**config.mk**
```make
export PLATFORM = sky130hd
export DESIGN_NAME = inst_rom_arbiter
export DESIGN_NICKNAME = d
export VERILOG_FILES = /design/src/rtl/inst_rom_arbiter.sv
export SDC_FILE = /design/constraint.sdc
export NUM_CORES = 1
export LEC_CHECK = 0
export BUFFER_PORTS_ARGS = -buffer_cell sky130_fd_sc_hd__buf_4
export CAP_MARGIN = 10
export CORE_MARGIN = 8
export CORE_UTILIZATION = 46
export CTS_BUF_LIST = sky130_fd_sc_hd__clkbuf_16
export CTS_CLUSTER_DIAMETER = 120
export DETAILED_ROUTE_END_ITERATION = 10
export GPL_TIMING_DRIVEN = 0
export PLACE_DENSITY = 0.85
export SLEW_MARGIN = 25
export SYNTH_ARGS = -nofsm -noshare
export SYNTH_HDL_FRONTEND = slang
export SYNTH_SLANG_ARGS = --single-unit
export TNS_END_PERCENT = 50
```
**constraint.sdc**
```tcl
create_clock -name clk -period 2.5 [get_ports clk]
set_input_delay 0.25 -clock clk [delete_from_list [all_inputs] [get_ports clk]]
set_output_delay 0.25 -clock clk [all_outputs]
set_load 0.02 [all_outputs]
```
**src/rtl/inst_rom_arbiter.sv**
```systemverilog
`default_nettype none
// ============================================================================
// Module   : inst_rom_arbiter
// Purpose  : Two-port arbiter for the instruction ROM read port. The fetch
//            port has priority; a burst limit guarantees debug-port progress.
//            Define INST_ROM_ARB_ADDR_CHECK_EN to flag misaligned or
//            out-of-range addresses as error accesses.
// Revision : 1.0 - initial release
// ============================================================================
module inst_rom_arbiter #(
  parameter int MAX_BURST = 4
) (
  input  logic        clk,
  input  logic        rst,
  input  logic        m0_req,
  input  logic [31:0] m0_addr,
  output logic        m0_gnt,
  output logic        m0_rvalid,
  output logic [31:0] m0_rdata,
  output logic        m0_err,
  input  logic        m1_req,
  input  logic [31:0] m1_addr,
  output logic        m1_gnt,
  output logic        m1_rvalid,
  output logic [31:0] m1_rdata,
  output logic        m1_err,
  output logic        rom_ce,
  output logic [31:0] rom_addr,
  input  logic [31:0] rom_inst
);

  localparam logic [31:0] c_ZERO_WORD         = 32'h0000_0000;
  localparam logic        c_CHIP_ENABLE       = 1'b1;
  localparam logic        c_CHIP_DISABLE      = 1'b0;
  localparam int          c_INST_MEM_NUM_LOG2 = 17;
  localparam logic [3:0]  c_MAX_BURST         = 4'(MAX_BURST);
  localparam logic [3:0]  c_BURST_SAT         = 4'hF;

  logic [3:0]  r_burst_cnt;
  logic        w_gnt0;
  logic        w_gnt1;
  logic        w_any_gnt;
  logic        w_err;
  logic [31:0] w_sel_addr;
  logic [31:0] w_rdata;
  logic        r_m0_rvalid;
  logic        r_m1_rvalid;
  logic [31:0] r_m0_rdata;
  logic [31:0] r_m1_rdata;

  always_comb begin
    w_gnt0     = m0_req & (~m1_req | (r_burst_cnt < c_MAX_BURST));
    w_gnt1     = m1_req & ~w_gnt0;
    w_any_gnt  = w_gnt0 | w_gnt1;
    w_sel_addr = c_ZERO_WORD;
    if (w_gnt0) begin
      w_sel_addr = m0_addr;
    end else if (w_gnt1) begin
      w_sel_addr = m1_addr;
    end
  end

`ifdef INST_ROM_ARB_ADDR_CHECK_EN
  assign w_err = w_any_gnt &
                 ((w_sel_addr[1:0] != 2'b00) |
                  (|w_sel_addr[31:c_INST_MEM_NUM_LOG2+2]));
`else
  assign w_err = 1'b0;
`endif

  assign w_rdata  = w_err ? c_ZERO_WORD : rom_inst;
  assign m0_gnt   = w_gnt0;
  assign m1_gnt   = w_gnt1;
  assign rom_ce   = (w_any_gnt & ~w_err) ? c_CHIP_ENABLE : c_CHIP_DISABLE;
  assign rom_addr = w_sel_addr;

  // Counts fetch wins while the debug port waits; any debug win or idle debug clears it.
  always_ff @(posedge clk or negedge rst) begin
    if (!rst) begin
      r_burst_cnt <= 4'd0;
    end else if (!m1_req || w_gnt1) begin
      r_burst_cnt <= 4'd0;
    end else if (w_gnt0 && (r_burst_cnt != c_BURST_SAT)) begin
      r_burst_cnt <= r_burst_cnt + 4'd1;
    end
  end

  always_ff @(posedge clk or negedge rst) begin
    if (!rst) begin
      r_m0_rvalid <= 1'b0;
      r_m1_rvalid <= 1'b0;
      r_m0_rdata  <= c_ZERO_WORD;
      r_m1_rdata  <= c_ZERO_WORD;
    end else begin
      r_m0_rvalid <= w_gnt0;
      r_m1_rvalid <= w_gnt1;
      if (w_gnt0) begin
        r_m0_rdata <= w_rdata;
      end
      if (w_gnt1) begin
        r_m1_rdata <= w_rdata;
      end
    end
  end

  assign m0_rvalid = r_m0_rvalid;
  assign m1_rvalid = r_m1_rvalid;
  assign m0_rdata  = r_m0_rdata;
  assign m1_rdata  = r_m1_rdata;

`ifdef INST_ROM_ARB_ADDR_CHECK_EN
  logic r_m0_err;
  logic r_m1_err;

  always_ff @(posedge clk or negedge rst) begin
    if (!rst) begin
      r_m0_err <= 1'b0;
      r_m1_err <= 1'b0;
    end else begin
      if (w_gnt0) begin
        r_m0_err <= w_err;
      end
      if (w_gnt1) begin
        r_m1_err <= w_err;
      end
    end
  end

  assign m0_err = r_m0_err;
  assign m1_err = r_m1_err;
`else
  assign m0_err = 1'b0;
  assign m1_err = 1'b0;
`endif

endmodule
`default_nettype wire

```
### Word-level counts from Yosys, hierarchy flattened

Index checks and enable logic that the tools add are counted.

| operators by class | value |
|---|---|
| muxes and demuxes | 5 |
| equality and inequality tests | 1 |
| shift-type cells | 0 |
| bitwise operators | 6 |
| magnitude comparators | 1 |
| div/mod/pow operators | 0 |
| $mul | 0 |
| reductions and logical operators | 4 |
| add/sub/neg operators | 1 |

Operator list:

| operator | count |
|---|---|
| 32-bit 2-to-1 mux | 2 |
| 4-bit 2-to-1 mux | 2 |
| 4-bit by 1-bit adder with 4-bit output, second input constant | 1 |
| 4-bit by 3-bit < comparator with 1-bit output, second input constant | 1 |
| 4-bit != test, second input constant | 1 |
| 1-bit bitwise AND | 2 |
| 1-bit NOT | 2 |
| 1-bit bitwise OR | 2 |
| 2-bit nonzero test | 1 |
| 1-bit logical AND | 1 |
| 1-bit zero test | 1 |
| 1-bit logical OR | 1 |
| 1-bit 2-to-1 mux | 1 |

| storage, ports and cells | value |
|---|---|
| bits of input ports | 100 |
| register bits after elaboration | 70 |
| memories kept | 0 |
| word-level logic and storage cells | 23 |
| latch bits | 0 |
| RAM bits | 0 |
| ROM bits | 0 |

### Longest topological paths before layout

| logic depth | value |
|---|---|
| depth after elaboration | 7 |
| mapped depth | 5 |
| mapped depth without buffers | 4 |

### Worst setup path after synthesis

OpenSTA, ideal clock, no wires.

| path | value |
|---|---|
| kind | register to output |
| start | reg r_burst_cnt[2] |
| end | out rom_addr[24] |
| data arrival time | 1228 ps |
| buffers on the path | 1 |
| setup slack | 1022 ps |
| cell stages (with the launch flop) | 6 |
| required time | 2250 ps |
| cells stage by stage | dfrtp_1 > o21ai_1 > nand2_2 > inv_4 > buf_4 > a22o_1 |

| on the way | value |
|---|---|
| word-level cells in the longest chain between the ends | 7 |

RTL lines:

| element | line | text |
|---|---|---|
| from (decl) | 39 | `logic [3:0] r_burst_cnt;` |
| from (signal assigned) | 84 | `r_burst_cnt <= r_burst_cnt + 4'd1;` |
| 4-bit by 3-bit < comparator with 1-bit output (*) | 52 | `w_gnt0 = m0_req & (~m1_req \| (r_burst_cnt < c_MAX_BURST));` |
| 1-bit bitwise OR (*) | 52 |  |
| 1-bit bitwise AND (*) | 52 |  |
| named net m0_gnt | 17 | `output logic m0_gnt,` |
| 1-bit NOT | 53 | `w_gnt1 = m1_req & ~w_gnt0;` |
| 1-bit bitwise AND | 53 |  |
| 32-bit 2-to-1 mux | 58 | `end else if (w_gnt1) begin` |
| 32-bit 2-to-1 mux (*) | 56 | `if (w_gnt0) begin` |
| to (decl) | 28 | `output logic [31:0] rom_addr,` |

The timed path passes the listed nets; every way through them passes the cells marked *.

### Worst setup path in the final report

| path | value |
|---|---|
| start | reg r_burst_cnt[2] |
| end | out rom_addr[18] |

| on the way | value |
|---|---|
| word-level cells in the longest chain between the ends | 7 |

RTL lines:

| element | line |
|---|---|
| 4-bit by 3-bit < comparator with 1-bit output (*) | 52 |
| 1-bit bitwise OR (*) | 52 |
| 1-bit bitwise AND (*) | 52 |
| 1-bit NOT | 53 |
| 1-bit bitwise AND | 53 |
| 32-bit 2-to-1 mux | 58 |
| 32-bit 2-to-1 mux (*) | 56 |

Mark *: on every way between the ends. The rest lies on a longest branch, timed or not.

==> reports/results.txt <==
The run gives 2855 as the via count of the first global-routing pass. Count of endpoints failing hold in the final timing report: 0. The flow ran to the end, and the final reports show no timing, DRC or antenna violations. Setup repair after global routing left no endpoint under its margin.

Entering global routing, the biggest net connects 71 pins. The worst setup path is captured at an output port. The average detailed-routed wire length per instance was 21.5 um; the leakage power was 2.63 nW. At the end of the flow, the number of nets in the layout was 509. Per report_power, the combinational group accounts for 29.5% of the total. For this run, the total global-route usage over all layers was measured as 21.2%. The run gives 448 as the number of filler instances in the final layout. The critical path starts at r_burst_cnt[2]$_DFFE_PN0P_. The logs give 75.3% for the share of the core filled with cells and 4 for the detailed-router iteration count before antenna repair. The logs give 30 for the floorplan row count and 37.6% for the portion of total power attributed to sequential cells. Shortest clock period the worst path allows after layout: 1990 ps.

The most critical setup path has its endpoint at rom_addr[18]. The chip width was 99.0 um. The tools report the internal cell power as 0.00259 W.

The post-synthesis cell area came out at 0.00317 mm2. Max-cap violations in this run came to 0. Dividing total power by cell area gives a power density of 717 mW/mm2. The worst-case clock skew came out at 2.77 ps. The highest clock rate was 503 MHz. The fraction of final layout cells sized beyond drive strength 1 works out to 72.6%. Once the clock tree was built, the setup fixing pass inserted 0 buffers. In this run the critical register-to-register path is captured at m0_rdata[6]$_DFFE_PN0P_.

From bottom edge to top edge, the die measures 99.0 um. The required time of the critical path came out at 2250 ps. Setup violations remaining at the end of the flow were counted as 0. STA puts the critical path data arrival time at 1740 ps.

Count of buffers inserted at the top-level ports: 200. The die covers 0.00980 mm2. Synthesis inferred 70 register bits. The starting density of the core came out at 47.2%. For the pin with the worst max-slew slack, the measured transition is 875 ps.

The logs give 54 for the DRC violation total after the first TritonRoute iteration and 32.9% for the share of total power in the clock network. The routability congestion estimate was 0.812. Summing the sequential cell areas from Yosys gives 55.3% of the chip area. The tools report the number of sinks on the clock net as 70. The part of the cycle the worst path needs came out at 79.6%. The final antenna diode count is 0. The source-to-sink clock delay at the later pin of the worst-skew pair is 320 ps, and the post-route DRC violation count is 0. The synthesis warning total was 0; the worst-path maximum fanout was 10. Detailed placement finished with a half-perimeter wire length of 8300 um.

The class of the most critical setup path is reg2out. The run gives 2489 as the total via count in the routed design. The total area inside the core boundary comes to 0.00672 mm2. The depth of the worst register-to-register path works out to 5. For this design the top-level I/O count stands at 203. The fraction of registers with async set/reset is 100%. The worst slew margin relative to its limit is 41.6%.

The top cell type by area accounts for 55.3% of the synthesized area. The worst hold path belongs to the class in2async. The synthesized netlist contains 20 unique library cells.

Counting the buffers created by CTS gives 9. Number of buffers on the longest clock path: 2. The clock tree synthesis step divided the H-tree into 3 levels. The run gives 0 as the number of pins with negative max-slew slack in the final report. The final layout contains routed wiring with a total length of 10600 um.

The tools report the buffer type at the clock tree root as sky130_fd_sc_hd__clkbuf_16. In this run the power spent charging and discharging nets is 0.00103 W. The count of nets left with antenna violations once routing finished came out at 0. Averaged over all synthesized cells, the footprint is 16.3 um2. For flop-to-flop paths, the worst setup slack is 990 ps.

By instance count, the leading cell after synthesis is sky130_fd_sc_hd__dfrtp_1. The final global-route overflow total was 0. TritonCTS built the clock tree. Clock-pin slew was measured on the worst setup and hold paths at 50 ps.

Number of enable flip-flop cells after synthesis: 0. The area growth from synthesis to layout is 59.6%. The detailed-route vias per instance came out at 5.06. In this run switching power makes up 28.5% of total power. The run gives 16000 um as the first-pass GRT wire length. The worst vdd rail ir drop is 0.507 mV. The cell taking the most area after synthesis was sky130_fd_sc_hd__dfrtp_1. The final-layout worst hold slack was 47.0 ps; the placed instance count was 477. Counting instances in the post-synthesis netlist gives the leading cell types as sky130_fd_sc_hd__dfrtp_1, sky130_fd_sc_hd__mux2_4, sky130_fd_sc_hd__a22o_1, sky130_fd_sc_hd__mux2_2, sky130_fd_sc_hd__buf_4. Synthesis handed over a netlist of 195 instances. By area the synthesized netlist is led by sky130_fd_sc_hd__dfrtp_1, sky130_fd_sc_hd__mux2_4, sky130_fd_sc_hd__a22o_1, sky130_fd_sc_hd__mux2_2, sky130_fd_sc_hd__buf_4. The source of the worst register-to-register timing path was r_burst_cnt[2]$_DFFE_PN0P_. The kind of launch point of the worst setup path is a register. For the number of antenna violations at the first check in global routing, the log shows 0. The tools report the number of buffers added to fix hold violations after cts as 0. The tools report the number of non-filler instances in the completed layout as 492.

For this run, the leading register cell type out of synthesis is sky130_fd_sc_hd__dfrtp_1. Total power: 0.00363 W. Post-CTS repair changed the size of 0 cells. The setup TNS came out at 0 ps.
sequential cells by signal, summed over array words and instances, names as in the netlist:
| register | flops |
|---|---|
| r_burst_cnt | 4 |
| m0_rvalid | 1 |
| m0_rdata | 32 |
| m1_rdata | 32 |
| m1_rvalid | 1 |
power by group through the flow:
| stage | Sequential (W) | Combinational (W) | Clock, W |
|---|---|---|---|
| after floorplan | 0.00154 | 0.000378 | 0 |
| after global placement | 0.00137 | 0.00106 | 0 |
| after detailed placement | 0.00138 | 0.00108 | 0 |
| after CTS | 0.00136 | 0.00108 | 0.00122 |
| after global routing | 0.00138 | 0.00113 | 0.00127 |
| final | 0.00136 | 0.00107 | 0.00119 |
layer usage:
layer  vias up  GRT usage [%]  share of wire [%]
met4         0           4.96               0.85
met1      1245           23.3                 37
met2        99           37.0                 54
met3         6           8.88                8.4
li1       1139              -                  -
met5         -              0                  0
worst max-delay path, cell delays in order (launching register included):
cell and delay (ps):
sky130_fd_sc_hd__dfrtp_1 410, sky130_fd_sc_hd__o21ai_1 180, sky130_fd_sc_hd__nand2_2 130, sky130_fd_sc_hd__inv_4 170, sky130_fd_sc_hd__buf_4 200, sky130_fd_sc_hd__a22o_1 180, sky130_fd_sc_hd__buf_4 150
layout make-up:
class,count,area (um2),share of cell area [%]
Sequential cell,70,1750,34.6
Timing Repair Buffer,200,1500,29.7
Multi-Input combinational cell,111,1260,25.0
Clock buffer,9,225,4.45
Buffer,15,155,3.07
Tap cell,80,100,1.98
Clock inverter,6,53.8,1.06
Inverter,1,6.26,0.124
kinds of logic (layout without fill, tap and decap cells):
kind of cell,Yosys count,after routing,synth area share [%]
simple gates,7,7,1.42
fa+ha+maj,1,1,0.395
compound gates,34,34,9.36
buf+inv,16,231,5.09
other cells,1,3,0.118
flops,70,70,55.3
mux,65,65,28.1
xor+xnor,1,1,0.276
metrics by stage:
| step | instance area [um2] | worst slack [ps] |
|---|---|---|
| floorplan | 3180 | 1020 |
| global placement | 4780 | 871 |
| detailed placement | 4780 | 849 |
| CTS | 5060 | 489 |
| global route | 5060 | 383 |
| finish | 5060 | 511 |
how the worst min path moves through the flow:
stage	cells after the start	end	startpoint
after floorplan	0	m0_rdata[0]$_DFFE_PN0P_	rst
after CTS	1	m0_rdata[17]$_DFFE_PN0P_	rst
after global placement	1	m1_rdata[20]$_DFFE_PN0N_	rst
after global routing	1	m1_rdata[16]$_DFFE_PN0N_	rst
final	1	m1_rdata[24]$_DFFE_PN0N_	rst
after detailed placement	1	m1_rdata[16]$_DFFE_PN0N_	rst
layout by cell type (no fill, tap or decap), drive strengths merged, types with 2 or more instances in the layout:
master	n
a22o	32
and3	2
buf	215
clkbuf	9
clkinv	5
conb	3
dfrtp	70
mux2	65
No activity file was read; power rests on OpenSTA's default activity.
